### config.mk
export PLATFORM = sky130hd
export DESIGN_NAME = mnist_argmax
export DESIGN_NICKNAME = d
export VERILOG_FILES = /design/src/rtl/mnist_pkg.sv /design/src/rtl/score_max_sel.sv /design/src/rtl/mnist_argmax.sv
export SDC_FILE = /design/constraint.sdc
export NUM_CORES = 1
export LEC_CHECK = 0
export BUFFER_PORTS_ARGS = -buffer_cell sky130_fd_sc_hd__buf_2
export CORE_MARGIN = 2
export CORE_UTILIZATION = 54
export CTS_CLUSTER_SIZE = 12
export DETAILED_ROUTE_END_ITERATION = 8
export GPL_ROUTABILITY_DRIVEN = 0
export MAX_ROUTING_LAYER = met4
export PLACE_DENSITY = 0.79
export SLEW_MARGIN = 30
export SYNTH_ARGS = -nofsm -noshare
export SYNTH_HDL_FRONTEND = slang
export SYNTH_HIERARCHICAL = 1
export SYNTH_SLANG_ARGS = --single-unit
### constraint.sdc
create_clock -name clk -period 2.4 [get_ports clk]
set_clock_uncertainty 0.1 [all_clocks]
set_input_delay 0 -clock clk [delete_from_list [all_inputs] [get_ports clk]]
set_output_delay 0 -clock clk [all_outputs]
set_load 0.01 [all_outputs]
### src/rtl/mnist_pkg.sv
// ---------------------------------------------------------------------------
// mnist_pkg
// Shared constants for the MNIST classifier datapath (mac_acc, mnist_argmax
// and the result readout), plus the state encoding of the argmax stage.
//   NUM_CLASSES : scores per frame (one per digit)
//   SCORE_W     : signed score width produced by mac_acc
//   IDX_W       : class index width, 2**IDX_W >= NUM_CLASSES
// ---------------------------------------------------------------------------
package mnist_pkg;

   localparam int NUM_CLASSES = 10;
   localparam int SCORE_W     = 22;
   localparam int IDX_W       = 4;

   // Plain 2-bit constants keep the encoding readable in older tools and
   // in waveform viewers that do not decode enums.
   typedef logic [1:0] state_t;

   localparam state_t ST_IDLE    = 2'd0;
   localparam state_t ST_COLLECT = 2'd1;
   localparam state_t ST_DONE    = 2'd2;

endpackage : mnist_pkg

### src/rtl/score_max_sel.sv
// ---------------------------------------------------------------------------
// score_max_sel
// Combinational signed compare/select for the running maximum. The incoming
// score replaces the current best only when it is strictly greater, so on a
// tie the earlier (lower) class index is kept.
//   i_din        : incoming signed score
//   i_cnt        : index of the incoming score within the frame
//   i_best_score : current best score
//   i_best_idx   : index of the current best score
//   o_best_score : best score after considering i_din
//   o_best_idx   : index of o_best_score
// ---------------------------------------------------------------------------
module score_max_sel #(
   parameter int SCORE_W = 22,
   parameter int IDX_W   = 4
) (
   input  logic signed [SCORE_W-1:0] i_din,
   input  logic        [IDX_W-1:0]   i_cnt,
   input  logic signed [SCORE_W-1:0] i_best_score,
   input  logic        [IDX_W-1:0]   i_best_idx,
   output logic signed [SCORE_W-1:0] o_best_score,
   output logic        [IDX_W-1:0]   o_best_idx
);

   always_comb begin
      // NOTE: defaults first so every path assigns every output; otherwise
      // the missing else branch would infer a latch.
      o_best_score = i_best_score;
      o_best_idx   = i_best_idx;
      if (i_din > i_best_score) begin
         o_best_score = i_din;
         o_best_idx   = i_cnt;
      end
   end

endmodule : score_max_sel

### src/rtl/mnist_argmax.sv
// ---------------------------------------------------------------------------
// mnist_argmax
// Classifier output stage: consumes one signed score per class from mac_acc
// and reports the winning class index and its score via valid/ready.
//   clk        : clock, all state on rising edge
//   rst        : asynchronous active-high reset
//   din        : signed score from mac_acc
//   din_valid  : din is valid this cycle
//   din_ready  : stage can accept a score (low only while a result waits)
//   class_idx  : winning class, valid while out_valid
//   max_score  : winning score, signed
//   out_valid  : result available, held until accepted
//   out_ready  : consumer accepts the result
// ---------------------------------------------------------------------------
module mnist_argmax #(
   parameter int NUM_CLASSES = mnist_pkg::NUM_CLASSES,
   parameter int SCORE_W     = mnist_pkg::SCORE_W,
   parameter int IDX_W       = mnist_pkg::IDX_W
) (
   input  logic               clk,
   input  logic               rst,
   input  logic [SCORE_W-1:0] din,
   input  logic               din_valid,
   output logic               din_ready,
   output logic [IDX_W-1:0]   class_idx,
   output logic [SCORE_W-1:0] max_score,
   output logic               out_valid,
   input  logic               out_ready
);

   import mnist_pkg::*;

   localparam logic [IDX_W-1:0] LAST_IDX = IDX_W'(NUM_CLASSES - 1);

   state_t                    r_state;
   logic        [IDX_W-1:0]   r_cnt;
   logic signed [SCORE_W-1:0] r_best_score;
   logic        [IDX_W-1:0]   r_best_idx;

   logic                      w_accept;
   logic signed [SCORE_W-1:0] w_next_score;
   logic        [IDX_W-1:0]   w_next_idx;

   assign din_ready = (r_state != ST_DONE);
   assign w_accept  = din_valid && din_ready;

   score_max_sel #(
      .SCORE_W (SCORE_W),
      .IDX_W   (IDX_W)
   ) u_sel (
      .i_din        ($signed(din)),
      .i_cnt        (r_cnt),
      .i_best_score (r_best_score),
      .i_best_idx   (r_best_idx),
      .o_best_score (w_next_score),
      .o_best_idx   (w_next_idx)
   );

   // NOTE: sequential state uses non-blocking assignments so every register
   // samples the pre-edge values, independent of statement order.
   always_ff @(posedge clk or posedge rst) begin
      if (rst) begin
         r_state      <= ST_IDLE;
         r_cnt        <= '0;
         r_best_score <= '0;
         r_best_idx   <= '0;
      end else begin
         case (r_state)
            ST_IDLE: begin
               // First score of a frame is loaded unconditionally so that
               // all-negative frames never lose to the reset value of zero.
               if (w_accept) begin
                  r_best_score <= $signed(din);
                  r_best_idx   <= '0;
                  if (NUM_CLASSES == 1) begin
                     r_state <= ST_DONE;
                  end else begin
                     r_cnt   <= IDX_W'(1);
                     r_state <= ST_COLLECT;
                  end
               end
            end

            ST_COLLECT: begin
               if (w_accept) begin
                  r_best_score <= w_next_score;
                  r_best_idx   <= w_next_idx;
                  // cnt stops at the last index instead of wrapping; it is
                  // cleared when the result leaves.
                  if (r_cnt == LAST_IDX) begin
                     r_state <= ST_DONE;
                  end else begin
                     r_cnt <= r_cnt + IDX_W'(1);
                  end
               end
            end

            ST_DONE: begin
               if (out_ready) begin
                  r_state <= ST_IDLE;
                  r_cnt   <= '0;
               end
            end

            default: begin
               r_state <= ST_IDLE;
               r_cnt   <= '0;
            end
         endcase
      end
   end

   // Best registers are frozen in DONE (no accept possible), so the result
   // is stable for the whole output handshake.
   assign out_valid = (r_state == ST_DONE);
   assign class_idx = r_best_idx;
   assign max_score = r_best_score;

endmodule : mnist_argmax

# == Word level (Yosys, flattened, before mapping) ==
# Cells that the tools add are included.
# op_classes
n_reduce_logical,6
mux,18
eq_ne,10
add_sub_neg,1
magnitude_cmp,1
# ops
operator,n
two-way mux 22 bit,3
one-hot mux 22 bit (2 select lines),1
two-way mux 4 bit,7
greater-than comparator 22 bit,1
one-hot mux 4 bit (3 select lines),1
AND reduction 4 bit,3
!= test 2 bit (second input constant),5
two-way mux 2 bit,4
one-hot mux 4 bit (2 select lines),1
one-hot mux 2 bit (3 select lines),1
adder 4 x 1 -> 4 bit (second input constant),1
equality test 4 bit (second input constant),1
!= test 2 x 1 -> 1 bit (second input constant),2
equality test 2 x 1 -> 1 bit (second input constant),1
equality test 2 bit (second input constant),1
logical NOT 2 bit,1
nonzero test 2 bit,1
logical AND 1 bit,1
# totals
input_bits,26
regBits,32
out_inout_bits,28

# == Depth between registers and ports, before layout ==
# depth
word_depth,4
ltp_mapped,13
ltp_nobuf,9

# == Cells and area by module ==
# Netlist, hierarchy kept.
# modules_own_cells
module,area_per_inst_um2,cells_per_inst,instances
score_max_sel,2347.3,383,1
mnist_argmax,1551.5,157,1

# == Worst setup path before layout ==
# No wires, ideal clock.
# synth_timing
path_type,register to register
start,reg r_best_score[17] (netlist: max_score[17])
end,reg r_best_score[11] (netlist: max_score[11])
t_arrival_ns,2.184
n_path_buf,1
stages_incl_launch_ff,11
t_required_ns,2.173
path_slack_ns,-0.012
setup_ns,0.127
path_cell_list,dfrtp_1 > inv_1 > ha_1 > nand4_1 > nor2_2 > clkbuf_1 > a221oi_1 > o211ai_1 > nand3_1 > mux2i_1 > o21ai_0
# synth_via
elab_chain_len,3
# synth_lines
element,line,source
start: declaration,mnist_argmax.sv:37,logic signed [SCORE_W-1:0] r_best_score;
start signal: assignment,mnist_argmax.sv:73,r_best_score <= $signed(din);
start signal: assignment,mnist_argmax.sv:86,r_best_score <= w_next_score;
greater-than comparator 22 bit,score_max_sel.sv:30,if (i_din > i_best_score) begin
!= test 2 x 1 -> 1 bit (no line),-,
AND reduction 4 bit (no line),-,
# No other way between the ends.
# A chain may end at the register's enable or synchronous reset.

# == Final worst setup path ==
# layout_timing
start,reg r_best_score[5] (netlist: max_score[5])
end,reg r_best_score[2] (netlist: max_score[2])
# Same word-level chain as after synthesis.

==> out/summary.txt <==
dpl cells - 698
Mapped Nets - 590
logic gate share of total power - 72.3%
first-pass GRT wire length - 20700 µm
commonest non-fill, non-tap cells in the layout - nand2_1 (90), buf_4 (54), buf_2 (54)
CTS Buf Count - 5
diodes inserted - 0
vias in the first global route - 4435
max layer used - met4
Final setup viols - 25
synthesized area - 3900 µm²
clk root buf - clkbuf_8
CP required - 2.47 ns
worst hold stages - 3
WL/cell - 17.8 µm
synth unique cells - 44
dpl ws - -0.130 ns
Detailed Routing Iterations Pass 1 - 8
Final HPWL DP - 8430 µm
Vias - 4787
clock sink count - 32
final worst slack - -0.236 ns
layout-stage area growth over the synthesis result - 31.2%
total die area - 7920 µm²
chip height - 89.0 µm
violations in the final reports - hold timing, setup timing
final std cells w/o fill - 740
Synth async-reset ratio - 100%
Initial Util - 56.4%
R2R cell count - 10
final net count - 694
die width - 89.0 µm
Tcrit/Tclk final - 110%
Met2 Routed Length - 6230 µm
post-synthesis sequential area ratio - 20.5%
initial antenna violation count - 0
RSZ-0062 raised after global routing - true
antenna viol nets, final - 0
Pwr Total - 5.51 mW
core area - 6910 µm²
Final Hold Fails - 1
Worst-Skew Late Latency - 0.30 ns
Rows - 30
leakage power - 2.36 nW
Routed WL - 13200 µm
Setup crit start kind - flip-flop
max-slew violation count - 0
CP max stage cell - dfrtp_1
Sw Share - 50.9%
Max Cap Viol - 0
critical path, cell by cell - inv_1 > ha_1 > nand4_1 > nor2_1 > buf_4 > a21oi_2 > a22oi_1 > nand3_1 > mux2i_1 > o21ai_1
pin count of the biggest net entering global routing - 40
Starting DRT DRC Count - 496
part of the power in the clock network - 8.9%
Tot GR Track Use - 34.0%
IR drop worst, VDD - 0.000541 V
Reg power frac - 18.8%
top_reg_cell synth - dfrtp_1
Cells after Synth - 540
type of the worst setup path - flip-flop to flip-flop
number of synthesized flops with an enable pin - 0
htree depth - 2
CTS tree - built
commonest non-fill, non-tap cell in the layout - nand2_1
Critical Path Max Stage Delay - 0.44 ns
CP Capture Type - flip-flop
Yosys warnings - 6
buffer depth of the longest clock path - 2
Tmin final - 2.64 ns
Port Buffer Count - 53
vias per cell - 6.47
mean area per synthesized cell - 7.22 µm²
outcome - finished, violations left
Reg clk slew, reported paths - 0.08 ns
CP max FO - 11
HP Class - input port to flip-flop
Seq cells post-synth - 32
NetSw - 2.80 mW
met1 wire length - 5120 µm
DRC Markers - 0
fmax - 379 MHz
Ports - 54
relative slew slack - 54.7%
Slew @ Worst Pin - 0.679 ns
critical path data arrival time - 2.70 ns
share of layout cells above drive strength 1 - 24.5%
hold slack final - -0.0146 ns
P_int - 2.71 mW
grt total ovfl - 0
TNS Setup - -2.60 ns
WL met3 - 1300 µm
PwrDens - 1080 nW/µm²
-- critical path, delay by kind of cell (launching register included) --
family,cells,cell delay (ns)
AOI/OAI and AO/OA,3,0.36
adders and majority gates,1,0.35
buffers and inverters,2,0.37
DFF,1,0.44
muxes,1,0.20
and+or+nand+nor,3,0.67
-- stage by stage --
| step | utilization [%] | area (µm²) |
|---|---|---|
| detailed placement | 65.0 | 4490 |
| floorplan | - | 3900 |
| global placement | 65.0 | 4490 |
| finish | 74.0 | 5110 |
| CTS | 72.7 | 5020 |
| global route | 74.0 | 5110 |
-- power by group through the flow --
stage / registers, mW / clock network [mW] / logic [mW]
6_report: 1.04 / 0.490 / 3.98
2_1_floorplan: 1.11 / 0 / 2.36
3_5_place_dp: 1.03 / 0 / 3.58
3_3_place_gp: 1.02 / 0 / 3.45
5_1_grt: 1.07 / 0.510 / 4.35
4_1_cts: 1.03 / 0.488 / 3.75
-- cells by family after synthesis --
group,Yosys count,share of synthesized area [%]
and+or+nand+nor,200,25.0
AOI/OAI and AO/OA,184,31.2
buffers and inverters,78,9.92
DFF,32,20.5
adders and majority gates,24,7.70
muxes,22,5.65
-- final timing paths --
check | start | endpoint | slack [ns]
max | max_score[5] | max_score[2] | -0.24
max in group asynchronous | rst | class_idx[1] | 1.30
max reg2reg | max_score[5] | max_score[2] | -0.24
min | din[10] | max_score[10] | -0.01
min in group asynchronous | rst | max_score[18] | 0.20
min reg2reg | class_idx[2] | class_idx[2] | 0.46
-- area by class of cell --
class                           count  area [µm²]
Clock buffer                        7        96.3
Fill cell                         548        1790
Inverter                           26        97.6
Multi-Input combinational cell    430        2880
Sequential cell                    32         801
Tap cell                           96         120
Timing Repair Buffer              149        1120
-- sequential cells by signal (all words and copies together) (netlist names) --
signal	count
class_idx	4
max_score	22
r_cnt	4
r_state	2
-- synthesized netlist by cell type (7+ instances only) --
cell type  instances  area (µm²)
nand2_1           90         338
a21oi_1           38         190
dfrtp_1           32         801
nor2b_1           31         194
nand3_1           30         150
o22ai_1           27         169
a221oi_1          26         228
a22oi_1           26         195
inv_1             26        97.6
nor2_1            26        97.6
o211ai_1          26         195
o21ai_0           25         125
ha_1              24         300
mux2i_1           22         220
clkbuf_1          20        75.1
buf_2             15        75.1
buf_4              7        52.6
-- timing repair --
item	4_1_cts	5_1_grt
resized for setup	28	32
pin swaps	7	27
cloned	4	0
endpoints found under the hold margin	36	0
setup endpoints to repair	26	26
setup buffers	7	0
hold buffers	24	0
-- layer usage --
layer / track usage, % / up-vias
li1: - / 2192
met1: 41.4 / 2183
met2: 55.8 / 339
met3: 6.46 / 73
met4: 12.9 / 0
met5: - / -
(Power assumes the default switching activity.)
